`config.mk`:
```
export PLATFORM = sky130hd
export DESIGN_NAME = seg_scan_mux
export DESIGN_NICKNAME = d
export VERILOG_FILES = /design/src/rtl/seg_scan_mux_pkg.sv /design/src/rtl/scan_next_sel.sv /design/src/rtl/seg_scan_mux.sv
export SDC_FILE = /design/constraint.sdc
export NUM_CORES = 1
export LEC_CHECK = 0
export BUFFER_PORTS_ARGS = -buffer_cell sky130_fd_sc_hd__buf_2
export CORE_ASPECT_RATIO = 1.25
export CORE_MARGIN = 3
export CORE_UTILIZATION = 54
export CTS_BUF_LIST = sky130_fd_sc_hd__clkbuf_8 sky130_fd_sc_hd__clkbuf_16
export CTS_CLUSTER_DIAMETER = 50
export DETAILED_ROUTE_END_ITERATION = 8
export PLACE_DENSITY = 0.9
export SLEW_MARGIN = 20
export SYNTH_ARGS = -nofsm -noshare
export SYNTH_HDL_FRONTEND = slang
export SYNTH_HIERARCHICAL = 1
export SYNTH_SLANG_ARGS = --single-unit
```
`constraint.sdc`:
```
create_clock -name i_clk -period 4.2 [get_ports i_clk]
set_clock_uncertainty 0.2 [all_clocks]
set_input_delay 0.42 -clock i_clk [delete_from_list [all_inputs] [get_ports i_clk]]
set_output_delay 0.42 -clock i_clk [all_outputs]
set_load 0.01 [all_outputs]
```
`src/rtl/seg_scan_mux_pkg.sv`:
```
// rtl/seg_scan_mux_pkg.sv - shared state encoding and default timing for the digit scanner
package seg_scan_mux_pkg;

  typedef enum logic [1:0] {
    ST_IDLE  = 2'd0,
    ST_BLANK = 2'd1,
    ST_SHOW  = 2'd2
  } scan_state_t;

  localparam int DEF_DWELL     = 1000;
  localparam int DEF_BLANK_CYC = 2;

  function automatic int max_int(input int a, input int b);
    return (a > b) ? a : b;
  endfunction

endpackage

```
`src/rtl/scan_next_sel.sv`:
```
// rtl/scan_next_sel.sv - priority search for the next enabled channel in the scan order
module scan_next_sel
  import seg_scan_mux_pkg::*;
#(
  parameter  int N_CH  = 8,
  localparam int SEL_W = $clog2(N_CH)
) (
  input  logic [SEL_W-1:0] i_sel,
  input  logic [N_CH-1:0]  i_ch_mask,
  output logic [SEL_W-1:0] o_next_sel,
  output logic [SEL_W-1:0] o_first_sel,
  output logic             o_wrap,
  output logic             o_any_en
);

  logic w_up;

  // lowest enabled index, lowest enabled index above i_sel, and wrap when none is above
  always_comb begin
    o_first_sel = '0;
    o_next_sel  = '0;
    w_up        = 1'b0;
    o_any_en    = |i_ch_mask;
    // walking downwards lets the lowest qualifying index win
    for (int i = N_CH - 1; i >= 0; i--) begin
      if (i_ch_mask[i]) begin
        o_first_sel = SEL_W'(i);
      end
      if (i_ch_mask[i] && (SEL_W'(i) > i_sel)) begin
        o_next_sel = SEL_W'(i);
        w_up       = 1'b1;
      end
    end
    if (!w_up) begin
      o_next_sel = o_any_en ? o_first_sel : i_sel;
    end
    o_wrap = o_any_en && !w_up;
  end

endmodule

```
`src/rtl/seg_scan_mux.sv`:
```
// rtl/seg_scan_mux.sv - time-multiplexed N:1 digit selector with blanking, masking and manual select
module seg_scan_mux
  import seg_scan_mux_pkg::*;
#(
  parameter  int N_CH      = 8,
  parameter  int W         = 4,
  parameter  int DWELL     = DEF_DWELL,
  parameter  int BLANK_CYC = DEF_BLANK_CYC,
  localparam int SEL_W     = $clog2(N_CH)
) (
  input  logic              i_clk,
  input  logic              i_rst,
  input  logic              i_en,
  input  logic              i_mode,
  input  logic [SEL_W-1:0]  i_man_sel,
  input  logic [N_CH-1:0]   i_ch_mask,
  input  logic [N_CH*W-1:0] i_data_in,
  output logic [W-1:0]      o_data_out,
  output logic [N_CH-1:0]   o_an_out,
  output logic [SEL_W-1:0]  o_sel_out,
  output logic              o_frame_tick
);

  localparam int CNT_MAX = max_int(DWELL, BLANK_CYC);
  localparam int CW      = $clog2(CNT_MAX + 1);
  localparam logic [CW-1:0] CNT_DWELL_END = CW'(DWELL - 1);
  localparam logic [CW-1:0] CNT_BLANK_END = CW'(BLANK_CYC - 1);

  scan_state_t      r_state, w_state_nxt;
  logic [CW-1:0]    r_cnt, w_cnt_nxt;
  logic [SEL_W-1:0] r_sel, w_sel_nxt;
  // r_hold: blank slot stretched by one dwell because no channel was enabled
  logic             r_hold, w_hold_nxt;
  // r_man: mode latched when the current channel was chosen
  logic             r_man, w_man_nxt;
  logic             w_tick_nxt;
  logic [W-1:0]     r_data, w_data;
  logic [N_CH-1:0]  r_an, w_an;

  logic [SEL_W-1:0] w_next_sel, w_first_sel;
  logic             w_wrap, w_any_en;

  scan_next_sel #(.N_CH(N_CH)) u_next_sel (
    .i_sel       (r_sel),
    .i_ch_mask   (i_ch_mask),
    .o_next_sel  (w_next_sel),
    .o_first_sel (w_first_sel),
    .o_wrap      (w_wrap),
    .o_any_en    (w_any_en)
  );

  // next-state, dwell/blank counting and channel selection
  always_comb begin
    w_state_nxt = r_state;
    w_cnt_nxt   = r_cnt;
    w_sel_nxt   = r_sel;
    w_hold_nxt  = r_hold;
    w_man_nxt   = r_man;
    w_tick_nxt  = 1'b0;
    if (!i_en) begin
      w_state_nxt = ST_IDLE;
      w_cnt_nxt   = '0;
      w_hold_nxt  = 1'b0;
    end else begin
      case (r_state)
        ST_IDLE: begin
          w_state_nxt = ST_BLANK;
          w_cnt_nxt   = '0;
          w_man_nxt   = i_mode;
          w_sel_nxt   = i_mode ? i_man_sel : w_first_sel;
        end
        ST_BLANK: begin
          if (r_hold) begin
            if (r_cnt == CNT_DWELL_END) begin
              w_hold_nxt = 1'b0;
              w_cnt_nxt  = '0;
            end else begin
              w_cnt_nxt = r_cnt + CW'(1);
            end
          end else if (r_cnt == CNT_BLANK_END) begin
            w_cnt_nxt = '0;
            if (r_man) begin
              w_state_nxt = ST_SHOW;
            end else if (w_any_en) begin
              w_state_nxt = ST_SHOW;
              // mask may have dropped the chosen channel during the gap
              if (!i_ch_mask[r_sel]) begin
                w_sel_nxt = w_next_sel;
              end
            end else begin
              w_hold_nxt = 1'b1;
            end
          end else begin
            w_cnt_nxt = r_cnt + CW'(1);
          end
        end
        ST_SHOW: begin
          if (r_cnt == CNT_DWELL_END) begin
            w_state_nxt = ST_BLANK;
            w_cnt_nxt   = '0;
            w_man_nxt   = i_mode;
            if (i_mode) begin
              w_sel_nxt = i_man_sel;
            end else if (w_any_en) begin
              w_sel_nxt  = w_next_sel;
              w_tick_nxt = w_wrap;
            end
          end else begin
            w_cnt_nxt = r_cnt + CW'(1);
          end
        end
        default: begin
          w_state_nxt = ST_IDLE;
          w_cnt_nxt   = '0;
          w_hold_nxt  = 1'b0;
        end
      endcase
    end
  end

  // pad values derived from the upcoming state so every output moves on the same edge
  always_comb begin
    w_an   = '0;
    w_data = '0;
    for (int i = 0; i < N_CH; i++) begin
      if (w_sel_nxt == SEL_W'(i)) begin
        if ((w_state_nxt == ST_SHOW) && !w_hold_nxt) begin
          w_an[i] = 1'b1;
        end
        if (w_state_nxt != ST_IDLE) begin
          w_data = i_data_in[i*W +: W];
        end
      end
    end
  end

  // state register and registered outputs
  always_ff @(posedge i_clk or posedge i_rst) begin
    if (i_rst) begin
      r_state      <= ST_IDLE;
      r_cnt        <= '0;
      r_sel        <= '0;
      r_hold       <= 1'b0;
      r_man        <= 1'b0;
      r_data       <= '0;
      r_an         <= '0;
      o_frame_tick <= 1'b0;
    end else begin
      r_state      <= w_state_nxt;
      r_cnt        <= w_cnt_nxt;
      r_sel        <= w_sel_nxt;
      r_hold       <= w_hold_nxt;
      r_man        <= w_man_nxt;
      r_data       <= w_data;
      r_an         <= w_an;
      o_frame_tick <= w_tick_nxt;
    end
  end

  assign o_data_out = r_data;
  assign o_an_out   = r_an;
  assign o_sel_out  = r_sel;

endmodule

```
==> impl_results.md, run 1 <==
* Outcome: finished, final reports clean
* Worst R2R End: o_data_out[0]
* Worst r2r path cells at 13
* DIE HEIGHT at 81.8 um
* Non-filler cells, final at 404
* Main area contributors after synthesis: dfrtp_1 (30%), nor2_1 (4.7%), nand2_1 (3.8%)
* WL final at 6250 um
* Vias per std cell at 6.11
* Power density over the cells at about 300 mW/mm2
* Yosys top cell area share at 30.2%
* Via Count at 2,470
* Hold crit path type: input port to async pin
* RSZ-0062 raised after global routing: no
* # nets final at 400
* CP Launch Type: flip-flop
* Tcrit/Tclk final at 84.0%
* Die ar. at 0.00545 mm2
* CTS buffer count at 5
* Gr usage total at 24.1%
* Setup Fix Bufs, Post-CTS at 0
* DRC errors left at 0
* DPL Wire Length at 4800 um
* Syn Nets at 340
* R2r setup slk at ~0.67 ns
* Distinct cells, synth at 78
* CP arrival at roughly 3.5 ns
* Fmax at around 280 MHz
* Clock transition at path regs at around 0.070 ns
* Gate Count Post-Synth at 287
* Synth area leader: dfrtp_1
* Post-cts sizing count at 0
* Final hold viol count at 0
* Synthesized area per cell at 8.65 um2
* Synth Cell Area at 0.00248 mm2
* Power Total at 863 uW
* LEAKAGE at roughly 1.3 nW
* Tmin final at 3.53 ns
* Pre-antenna DRT Iters at 4
* Crit path capture type: flip-flop
* CTS root buf: clkbuf_8
* Critical path class: flip-flop to flip-flop
* Placed cells at 396
* Hold buffers post-CTS at 0
* Initial Utilization at 58.3%
* Data required, critical path at ~4.2 ns
* Vias in the first global route at 2,408
* Core ar. at 0.00426 mm2
* Setup TNS at 0 ns
* Seq/Total Area, Yosys at 30.2%
* Global-route wire length before repair at 10,300 um
* Detail Route Antenna Nets at 0
* Worst IR Drop VDD at about 0.00018 V
* CTS tree: yes
* Share of cells above drive strength 1 at about a third
* Layout area overhead at 16.3%
* Most common flop cell mapped by yosys: dfrtp_1
* Setup WS pre-CTS at 0.672 ns
* Largest net degree at the start of global routing at 31
* Die X at 66.7 um
* Count of state elements after synthesis at 30
* Gr ovfl total at 0
* H-tree Lvls at 2
* Measured slew at the worst slew-check pin at 0.724 ns
* WL/cell at 15.5 um
* Row cnt at 26
* Ys async rst share at 100%
* GP Congestion at 0.962
* # clock sinks at 30
* Crit-path max FO at 20
* Yosys warning count at 6
* Max-cap viol count at 0
* Number of setup violations in the final report at 0
* Number of port buffers at 62
* Critical R2R Launch: o_sel_out[2]
* Detailed Route Iter0 Violations at 138
* Antenna violations before repair at 0
* Relative slew margins at around 50%
* EDFF count, synth at 0
* Slew Limit Fails at 0
* # IOs at 63
* CTS max path bufs at 2
* Final worst slack at 0.671 ns
* Worst skew pair latency at 0.29 ns
* # diodes at 0
## registers in the layout, indices dropped and copies added, names as in the netlist
name and flops:
r_cnt 10, o_an_out 8, o_data_out 4, o_sel_out 3
r_state 2, o_frame_tick 1, r_hold 1, r_man 1
## critical path, stage by stage, from the launching register on
cell and delay (ns):
dfrtp_1 0.68, nand2_1 0.15, a21oi_1 0.23, o21ai_1 0.12, a2111oi_0 0.36, a31oi_1 0.11
mux2i_1 0.14, o21ai_0 0.09, o2bb2ai_1 0.15, o21a_2 0.27, a32o_2 0.33, nor3b_2 0.29
o21ai_1 0.11, a31oi_1 0.20
## area by class of cell
class / count / area (um2)
Fill cell: 348 / 1370
Inverter: 13 / 53.8
Clock inverter: 3 / 21.3
Clock buffer: 5 / 68.8
Sequential cell: 30 / 751
Tap cell: 56 / 70.1
Multi-Input combinational cell: 235 / 1610
Timing Repair Buffer: 62 / 310
## synth_stat cells, types with 3 or more instances
| master | count |
|---|---|
| a21oi_1 | 14 |
| a21oi_2 | 5 |
| a31o_1 | 4 |
| a31oi_1 | 5 |
| and3_1 | 4 |
| buf_6 | 3 |
| dfrtp_1 | 30 |
| ha_1 | 6 |
| inv_1 | 10 |
| mux2i_1 | 6 |
| nand2_1 | 25 |
| nand2b_1 | 4 |
| nand3_1 | 9 |
| nand4_1 | 4 |
| nor2_1 | 31 |
| nor2b_1 | 5 |
| nor3_1 | 7 |
| nor4_1 | 3 |
| o211a_2 | 3 |
| o211ai_1 | 5 |
| o21a_2 | 3 |
| o21ai_0 | 13 |
| o21ai_1 | 5 |
| o31a_1 | 3 |
| o32ai_1 | 4 |
| or2_2 | 4 |
| or4_4 | 3 |
| xnor2_1 | 5 |
| xor2_1 | 3 |
## worst max-delay path by stage
stage,from,slack (ns),cells after the start,end
after detailed placement,i_ch_mask[2],0.67,14,o_data_out[0]
after global routing,o_sel_out[2],0.22,13,o_data_out[0]
final,o_sel_out[2],0.67,13,o_data_out[0]
after floorplan,o_sel_out[1],1.10,15,o_data_out[2]
after CTS,o_sel_out[2],0.71,13,o_data_out[0]
after global placement,i_ch_mask[2],0.73,14,o_data_out[3]
## metal layers
metal	vias up	global-route usage, %	wire [um]
met5	-	0	0
met4	0	12.4	189
met3	22	4.79	338
met2	77	44.1	3320
met1	1185	25.8	2410
li1	1186	-	-
## placed cells by master (no fill, tap or decap), drive strengths merged, types with 6 or more instances in the layout
master	instances
a21oi	19
buf	62
dfrtp	30
ha	6
inv	13
mux2i	6
nand2	25
nand3	9
nor2	34
nor3	7
o21ai	19
## stage by stage
stage	hold WS, ns	utilization (%)	instance area (um2)
2_1_floorplan	0.281	-	2480
5_1_grt	0.0685	67.8	2890
4_1_cts	0.219	67.8	2890
6_report	0.00540	67.8	2890
3_5_place_dp	0.318	65.6	2800
3_3_place_gp	0.304	65.6	2800
## power breakdown
part	switching [mW]	internal [mW]	leakage, nW
clock	0.122	0.116	0.0441
combinational	0.159	0.127	0.853
sequential	0.0329	0.306	0.409
total	0.314	0.549	1.31
## logic make-up (layout without fill, tap and decap cells)
logic type / Yosys count / after routing / share of synthesized area [%]
buffers and inverters: 22 / 83 / 4.84
XOR/XNOR: 8 / 8 / 2.82
adder cells (fa/ha/maj): 6 / 6 / 3.02
multiplexers: 8 / 8 / 3.78
AND/OR/NAND/NOR: 126 / 126 / 29.1
AO/OA/AOI/OAI: 87 / 87 / 26.2
flip-flops: 30 / 30 / 30.2
No activity file was read; power rests on OpenSTA's default activity.
==> run 2: changes to the inputs <==
==> constraint.sdc (replaced) <==
create_clock -name i_clk -period 3.61 [get_ports i_clk]
set_clock_uncertainty 0.2 [all_clocks]
set_input_delay 0.361 -clock i_clk [delete_from_list [all_inputs] [get_ports i_clk]]
set_output_delay 0.361 -clock i_clk [all_outputs]
set_load 0.01 [all_outputs]
==> run 2 against run 1 <==
Compared with the run above:
- the flow now finishes with violations (negative hold slack)
- clock power grew 22%
- fmax grew 3.1%
- sequential cell count is the same
- sequential power grew 15%
- final area grew 1.1%
- combinational power grew 22%
- total power grew 19%
==> impl_results.md, run 2 (synthesis results as in run 1) <==
* GP Congestion at 0.932
* CTS root buf: clkbuf_8
* Relative slew margins at 58.8%
* Max-cap viol count at 0
* Tcrit/Tclk final at 94.8%
* Global-route wire length before repair at 10,000 um
* # clock sinks at 30
* Slew Limit Fails at 0
* Die ar. at 0.00545 mm2
* WL final at 6260 um
* Gr ovfl total at 0
* CP Launch Type: flip-flop
* Critical path class: flip-flop to flip-flop
* Biggest register: r_cnt
* CTS tree: yes
* Leading cell type in the layout, fill and taps excluded: buf_2
* Number of setup violations in the final report at 0
* Worst skew pair latency at 0.29 ns
* LEAKAGE at 1.32 nW
* Measured slew at the worst slew-check pin at 0.617 ns
* Vias in the first global route at 2,317
* CTS max path bufs at 2
* Row cnt at 26
* Critical R2R Launch: o_sel_out[1]
* H-tree Lvls at 2
* DRC errors left at 0
* Worst IR Drop VDD at 0.000287 V
* Non-filler cells, final at 407
* Detailed Route Iter0 Violations at around 210
* Hold crit path type: input port to async pin
* Initial Utilization at 58.3%
* R2r setup slk at 0.19 ns
* Power density over the cells at 353 mW/mm2
* Crit path capture type: flip-flop
* # IOs at 63
* Die X at 66.7 um
* WL/cell at 15.4 um
* CP arrival at 3.42 ns
* Layout area overhead at 17.6%
* RSZ-0062 raised after global routing: no
* Vias per std cell at 6.06
* Detail Route Antenna Nets at 0
* Fmax at 292 MHz
* Largest net degree at the start of global routing at 31
* Share of cells above drive strength 1 at 34.8%
* Via Count at around 2,500
* Max reg flops at 10
* Pre-antenna DRT Iters at 5
* Setup Fix Bufs, Post-CTS at 0
* Setup TNS at 0 ns
* Clock transition at path regs at 0.07 ns
* Placed cells at 399
* Crit-path max FO at 15
* Worst r2r path cells at 13
* Data required, critical path at 3.61 ns
* CTS buffer count at 5
* Failing checks: negative hold slack
* Antenna violations before repair at 0
* # diodes at 0
* DPL Wire Length at 4810 um
* DIE HEIGHT at 81.8 um
* Final worst slack at 0.188 ns
* Number of port buffers at 62
* Final hold viol count at 30
* Final hold slack at -0.0570 ns
* Setup WS pre-CTS at 0.191 ns
* Post-place instance area at 0.00282 mm2
* Post-Layout Inst Area at 0.00292 mm2
* Outcome: finished with violations
* Finished Core Util at 68.5%
* Post-cts sizing count at 0
* Power Total at roughly 1.0 mW
* # fillers at 335
* Gr usage total at 23.9%
* Most frequent cells in the layout: buf_2 (62), nor2_1 (31), dfrtp_1 (27)
* Hold buffers post-CTS at 0
* Worst R2R End: o_data_out[2]
* Tmin final at 3.42 ns
* Core ar. at between 0.004 and 0.005 mm2
* # nets final at a little over 400
## run 2: cell count changes in the layout (fill, tap and decap cells not counted), sizes merged
cell,before,now
buf,62,65
clkbuf,5,6
clkinv,2,1
## run 2: routing by layer
metal | vias to the layer above | part of all wire, % | global-route usage [%]
met5 | - | 0 | 0
met4 | 0 | 2.2 | 9.15
met3 | 16 | 5.3 | 5.06
met2 | 84 | 53 | 43.5
met1 | 1174 | 39 | 26.9
li1 | 1194 | - | -
## run 2: power by group
part	total [mW]	internal, mW	leakage, nW	switching [mW]
logic	0.349	0.154	0.869	0.195
registers	0.391	0.357	0.405	0.0332
clock network	0.291	0.153	0.0472	0.138
## run 2: critical path: stages, from the launching register on
cell       delay (ns)
dfrtp_2          0.51
or2b_1           0.26
a21boi_0         0.14
nor2b_1          0.14
o21ai_0          0.26
a31oi_1          0.16
mux2i_1          0.14
o21ai_0          0.09
o2bb2ai_1        0.17
o21a_2           0.29
a32o_2           0.33
nor3b_2          0.28
o221ai_1         0.17
a31oi_1          0.18
## run 2: worst max path at each step
stage                 startpoint       endpoint  cells past startpoint  slack [ns]
floorplan           o_sel_out[1]  o_data_out[2]                     15        0.51
global placement    i_ch_mask[2]  o_data_out[3]                     14        0.27
detailed placement  o_sel_out[0]  o_data_out[2]                      9        0.19
CTS                 o_sel_out[0]  o_data_out[2]                      9        0.16
global route        o_sel_out[1]  o_data_out[2]                     13        0.03
finish              o_sel_out[1]  o_data_out[2]                     13        0.19
## run 2: final cells by class
class / count / area [um2] / share of cell area (%)
Sequential cell: 30 / 754 / 25.8
Tap cell: 56 / 70.1 / 2.40
Inverter: 13 / 53.8 / 1.84
Timing Repair Buffer: 65 / 333 / 11.4
Multi-Input combinational cell: 235 / 1610 / 55.3
Clock buffer: 6 / 82.6 / 2.83
Clock inverter: 2 / 12.5 / 0.428
